<file path="src/rtl/rr_arbiter.sv">
// -----------------------------------------------------------------------------
// rr_arbiter
//   Round-robin arbiter for N requesters in front of a shared resource.
//   Each cycle exactly one active requester is granted, or none when no
//   requests are present. Priority rotates to the index after the most recent
//   grant, so a continuously requesting source is never starved.
//
// Ports
//   clk    in   1  single clock, state updates on the rising edge
//   rst_n  in   1  asynchronous, active-low reset
//   req    in   N  request vector, bit i = requester i wants the resource
//   grant  out  N  one-hot grant (all-zero when req == 0), combinational
//
// Handshake
//   There is no valid/ready pairing here: req is sampled every cycle with no
//   hold requirement, and grant is a pure function of req and the stored
//   last-grant register in the same cycle. A requester that drops req simply
//   loses whatever priority it had.
// -----------------------------------------------------------------------------
module rr_arbiter #(
  parameter int N = 7
) (
  input  logic         clk,
  input  logic         rst_n,
  input  logic [N-1:0] req,
  output logic [N-1:0] grant
);

  // After reset the top index counts as "last granted", which makes index 0
  // the first one searched.
  localparam logic [N-1:0] LAST_RST = {1'b1, {(N-1){1'b0}}};
  localparam logic [N-1:0] ONE      = {{(N-1){1'b0}}, 1'b1};

  logic [N-1:0] last;     // one-hot, most recent grant
  logic [N-1:0] higher;   // bits strictly above the last-granted index
  logic [N-1:0] masked;   // requests that win before wrapping
  logic [N-1:0] pick;     // vector whose lowest set bit is the winner
  logic         seen;

  // Mask + unmasked fallback: requesters above the last grant win first; if
  // none are active the search wraps and the plain lowest request wins.
  always_comb begin
    higher = '0;
    seen   = 1'b0;
    for (int i = 0; i < N; i++) begin
      higher[i] = seen;
      seen      = seen | last[i];
    end
    masked = req & higher;
    pick   = (|masked) ? masked : req;
    // Isolate the lowest set bit; yields zero when pick is zero.
    grant  = pick & (~pick + ONE);
  end

  // Idle cycles leave the rotation point untouched.
  always_ff @(posedge clk or negedge rst_n) begin
    if (!rst_n) begin
      last <= LAST_RST;
    end else if (|req) begin
      last <= grant;
    end
  end

endmodule

</file>
<file path="config.mk">
export PLATFORM = sky130hd
export DESIGN_NAME = rr_arbiter
export DESIGN_NICKNAME = d
export VERILOG_FILES = /design/src/rtl/rr_arbiter.sv
export SDC_FILE = /design/constraint.sdc
export NUM_CORES = 1
export LEC_CHECK = 0
export BUFFER_PORTS_ARGS = -buffer_cell sky130_fd_sc_hd__buf_2
export CORE_AREA = 5 5 42 44
export DETAILED_ROUTE_END_ITERATION = 10
export DIE_AREA = 0 0 47 49
export GPL_TIMING_DRIVEN = 0
export HOLD_SLACK_MARGIN = 0.05
export PLACE_DENSITY = 0.62
export SLEW_MARGIN = 20
export SYNTH_ARGS = -nofsm -noshare
export SYNTH_HDL_FRONTEND = slang
export SYNTH_SLANG_ARGS = --single-unit
</file>
<file path="constraint.sdc">
create_clock -name clk -period 1.6 [get_ports clk]
set_input_delay 0.08 -clock clk [delete_from_list [all_inputs] [get_ports clk]]
set_output_delay 0.08 -clock clk [all_outputs]
set_load 0.005 [all_outputs]
</file>
==> flow_summary.json <==
{
  "status": "finished with violations",
  "violations": "setup timing",
  "cts.sinks": 6,
  "path_class": "reg2out",
  "die_h_um": 49,
  "drv_cap": 0,
  "rsz0062_at_grt": "true",
  "power_frac_comb_pct": 68.4,
  "max-vdd-ir-drop_mv": 0.901,
  "net-switching-power_w": 0.000515,
  "via_per_inst": 5.25,
  "post-route-drc-count": 0,
  "portBuffers": 15,
  "async_reset_ff_share_pct": 100,
  "syn_inst": 57,
  "via_count": 520,
  "drive_gt1_share_pct": 48.2,
  "largest_reg_flops": 6,
  "max_slew_margin_pct": 62.8,
  "setup_viol": 9,
  "p_leak_nw": 0.344,
  "place_ws_ns": -0.187,
  "clkPwrFrac_pct": 10.1,
  "start_kind": "flop",
  "clock_latency_ns": 0.24,
  "synthesis.nets": 66,
  "core_area_um2": 1400,
  "multi_input_area_um2": 337,
  "wl_per_cell_um": 12.2,
  "htree_num_levels": 1,
  "finClkSkew_ns": 0.00560,
  "insertedDiodeCount": 0,
  "fin_crit_sh_pct": 123,
  "cts_tree": "built",
  "fp.dieW_um": 47,
  "grt_pass1_vias": 513,
  "critical_path_arrival_ns": 1.88,
  "synth_cell_types": 33,
  "cp.required_ns": 1.52,
  "antenna_found_initial": 0,
  "path_clk_slew_ns": 0.04,
  "grt_overflow_total": 0,
  "initial_utilization_pct": 34.6,
  "final_nets": 94,
  "drt_iter0_drc": 7,
  "drv_slew": 0,
  "syn_area_um2": 485,
  "io_pins": 16,
  "seqPwrFrac_pct": 21.4,
  "fmax_ghz": 0.510,
  "hold_path.class": "in2reg",
  "p_sw_share_pct": 39.3,
  "largest_register": "last",
  "routabilityCongestion": 0.718,
  "netlist.top_cell.by_area": "dfrtp_1",
  "synth_edf_count": 0,
  "root_buffer": "clkbuf_4",
  "grt_pass1_wl_um": 2120,
  "drt-pass1-iter-count": 2,
  "largestRegisters": "last: 6 flops",
  "synthTopCellsByArea": "dfrtp_1 31%, nand2_1 5.4%, nor3_1 5.2%",
  "ys_top_cells_by_count": "7 x nand2_1, 6 x dfrtp_1, 5 x nor3_1",
  "timing.setup.tns_ns": -1.95,
  "crit_path_end_kind": "output port",
  "cts_buffers": 3,
  "clockBufferDepth": 2,
  "ys_seq_area_share_pct": 30.9,
  "dieArea_um2": 2300,
  "tightestPinTransition_ns": 0.552,
  "ys.warnings.count": 0,
  "p_int_w": 0.000795,
  "grtUsageTotal_pct": 12.0,
  "drtAntennaViolNets": 0,
  "grt_max_degree": 9,
  "ys_ff_latch": 6,
  "hold_violations": 0,
  "n_fill_cell": 151,
  "critical_path.max_fanout": 7,
  "min_period_ns": 1.96,
  "power-per-cell-area_nw_per_um2": 1860,
  "num_rows": 14,
  "syn2layout_area_growth_pct": 45.4,
  "synth_top_area_share_pct": 30.9,
  "seqCellArea_um2": 151,
  "yosysMostFrequentCell": "nand2_1",
  "synth_ff_type": "dfrtp_1",
  "avgSynthCellArea_um2": 8.52,
  "worst_slack_ns": -0.363,
  "wirelength_um": 1210
}
[power by group through the flow]
stage,Sequential [W],Clock (W),Combinational (W)
global route,0.000294,0.000147,0.000998
global placement,0.000275,0,0.000683
CTS,0.000278,0.000140,0.000849
floorplan,0.000260,0,0.000512
detailed placement,0.000276,0,0.000685
finish,0.000281,0.000133,0.000897
[layer usage]
metal  wire length (um)  vias up  track usage (%)
li1                   -      275                -
met1                550      240             16.4
met2                626        5             18.6
met3                 28        0             1.11
met4                  0        0             5.53
met5                  0        -                0
[final cells by class]
type	instances	share of cell area, %
buffer	3	3.72
clock buffer	3	3.19
inverter	3	1.60
multi-input combinational	45	47.7
sequential	6	21.5
tap	16	2.84
timing repair buffer	23	19.5
[kinds of logic (layout without fill, tap and decap cells)]
kind of cell / after synthesis / count (layout) / share of synthesized area (%)
compound gates: 18 / 18 / 30.4
buf+inv: 6 / 32 / 6.44
simple gates: 27 / 27 / 32.2
flops: 6 / 6 / 30.9
[critical path, cell delays in order (launching register included)]
cell     delay (ns)
dfrtp_1        0.37
buf_6          0.13
or4_4          0.48
o21a_1         0.19
a41oi_2        0.16
nor3b_2        0.18
buf_2          0.13
[cells in the final DEF, fill, tap and decap left out, types with 2 or more instances in the layout]
cell type   n
buf_2      15
nand2_1     7
buf_4       7
dfrtp_1     5
nor3_1      4
o21ai_0     3
inv_1       3
clkbuf_4    3
buf_6       2
a21oi_1     2
nand3_1     2
nor2b_1     2
[final timing paths]
check,from,to,slack (ns),depth (start not counted)
hold / removal,req[4],last[4],0.14,2
max in group asynchronous,rst_n,last[1],1.27,2
setup / recovery,last[0],grant[6],-0.36,6
hold reg to reg,last[5],last[5],0.50,2
min in group asynchronous,rst_n,last[0],0.18,2
setup reg to reg,last[0],last[3],-0.24,9
[repair_timing]
| item | CTS | global route |
|---|---|---|
| hold buffers | 1 | 0 |
| gates resized for setup | 6 | 2 |
| buffers inserted | 6 | 1 |
| pin swaps | 3 | 0 |
| gates cloned | 0 | 0 |
| endpoints found under the setup margin | 9 | 11 |
| hold endpoints to repair | 6 | 0 |
[stage by stage]
step / util (%) / power (W) / cell area (um^2) / hold slack, ns / instances
floorplan: - / 0.000773 / 485 / -0.216 / 57
global placement: 41.4 / 0.000958 / 581 / -0.0916 / 88
detailed placement: 41.4 / 0.000961 / 581 / -0.0927 / 88
CTS: 49.0 / 0.00127 / 687 / 0.135 / 98
global route: 50.4 / 0.00144 / 706 / 0.157 / 99
finish: 50.4 / 0.00131 / 706 / 0.140 / 99
No activity file was read; power rests on OpenSTA's default activity.
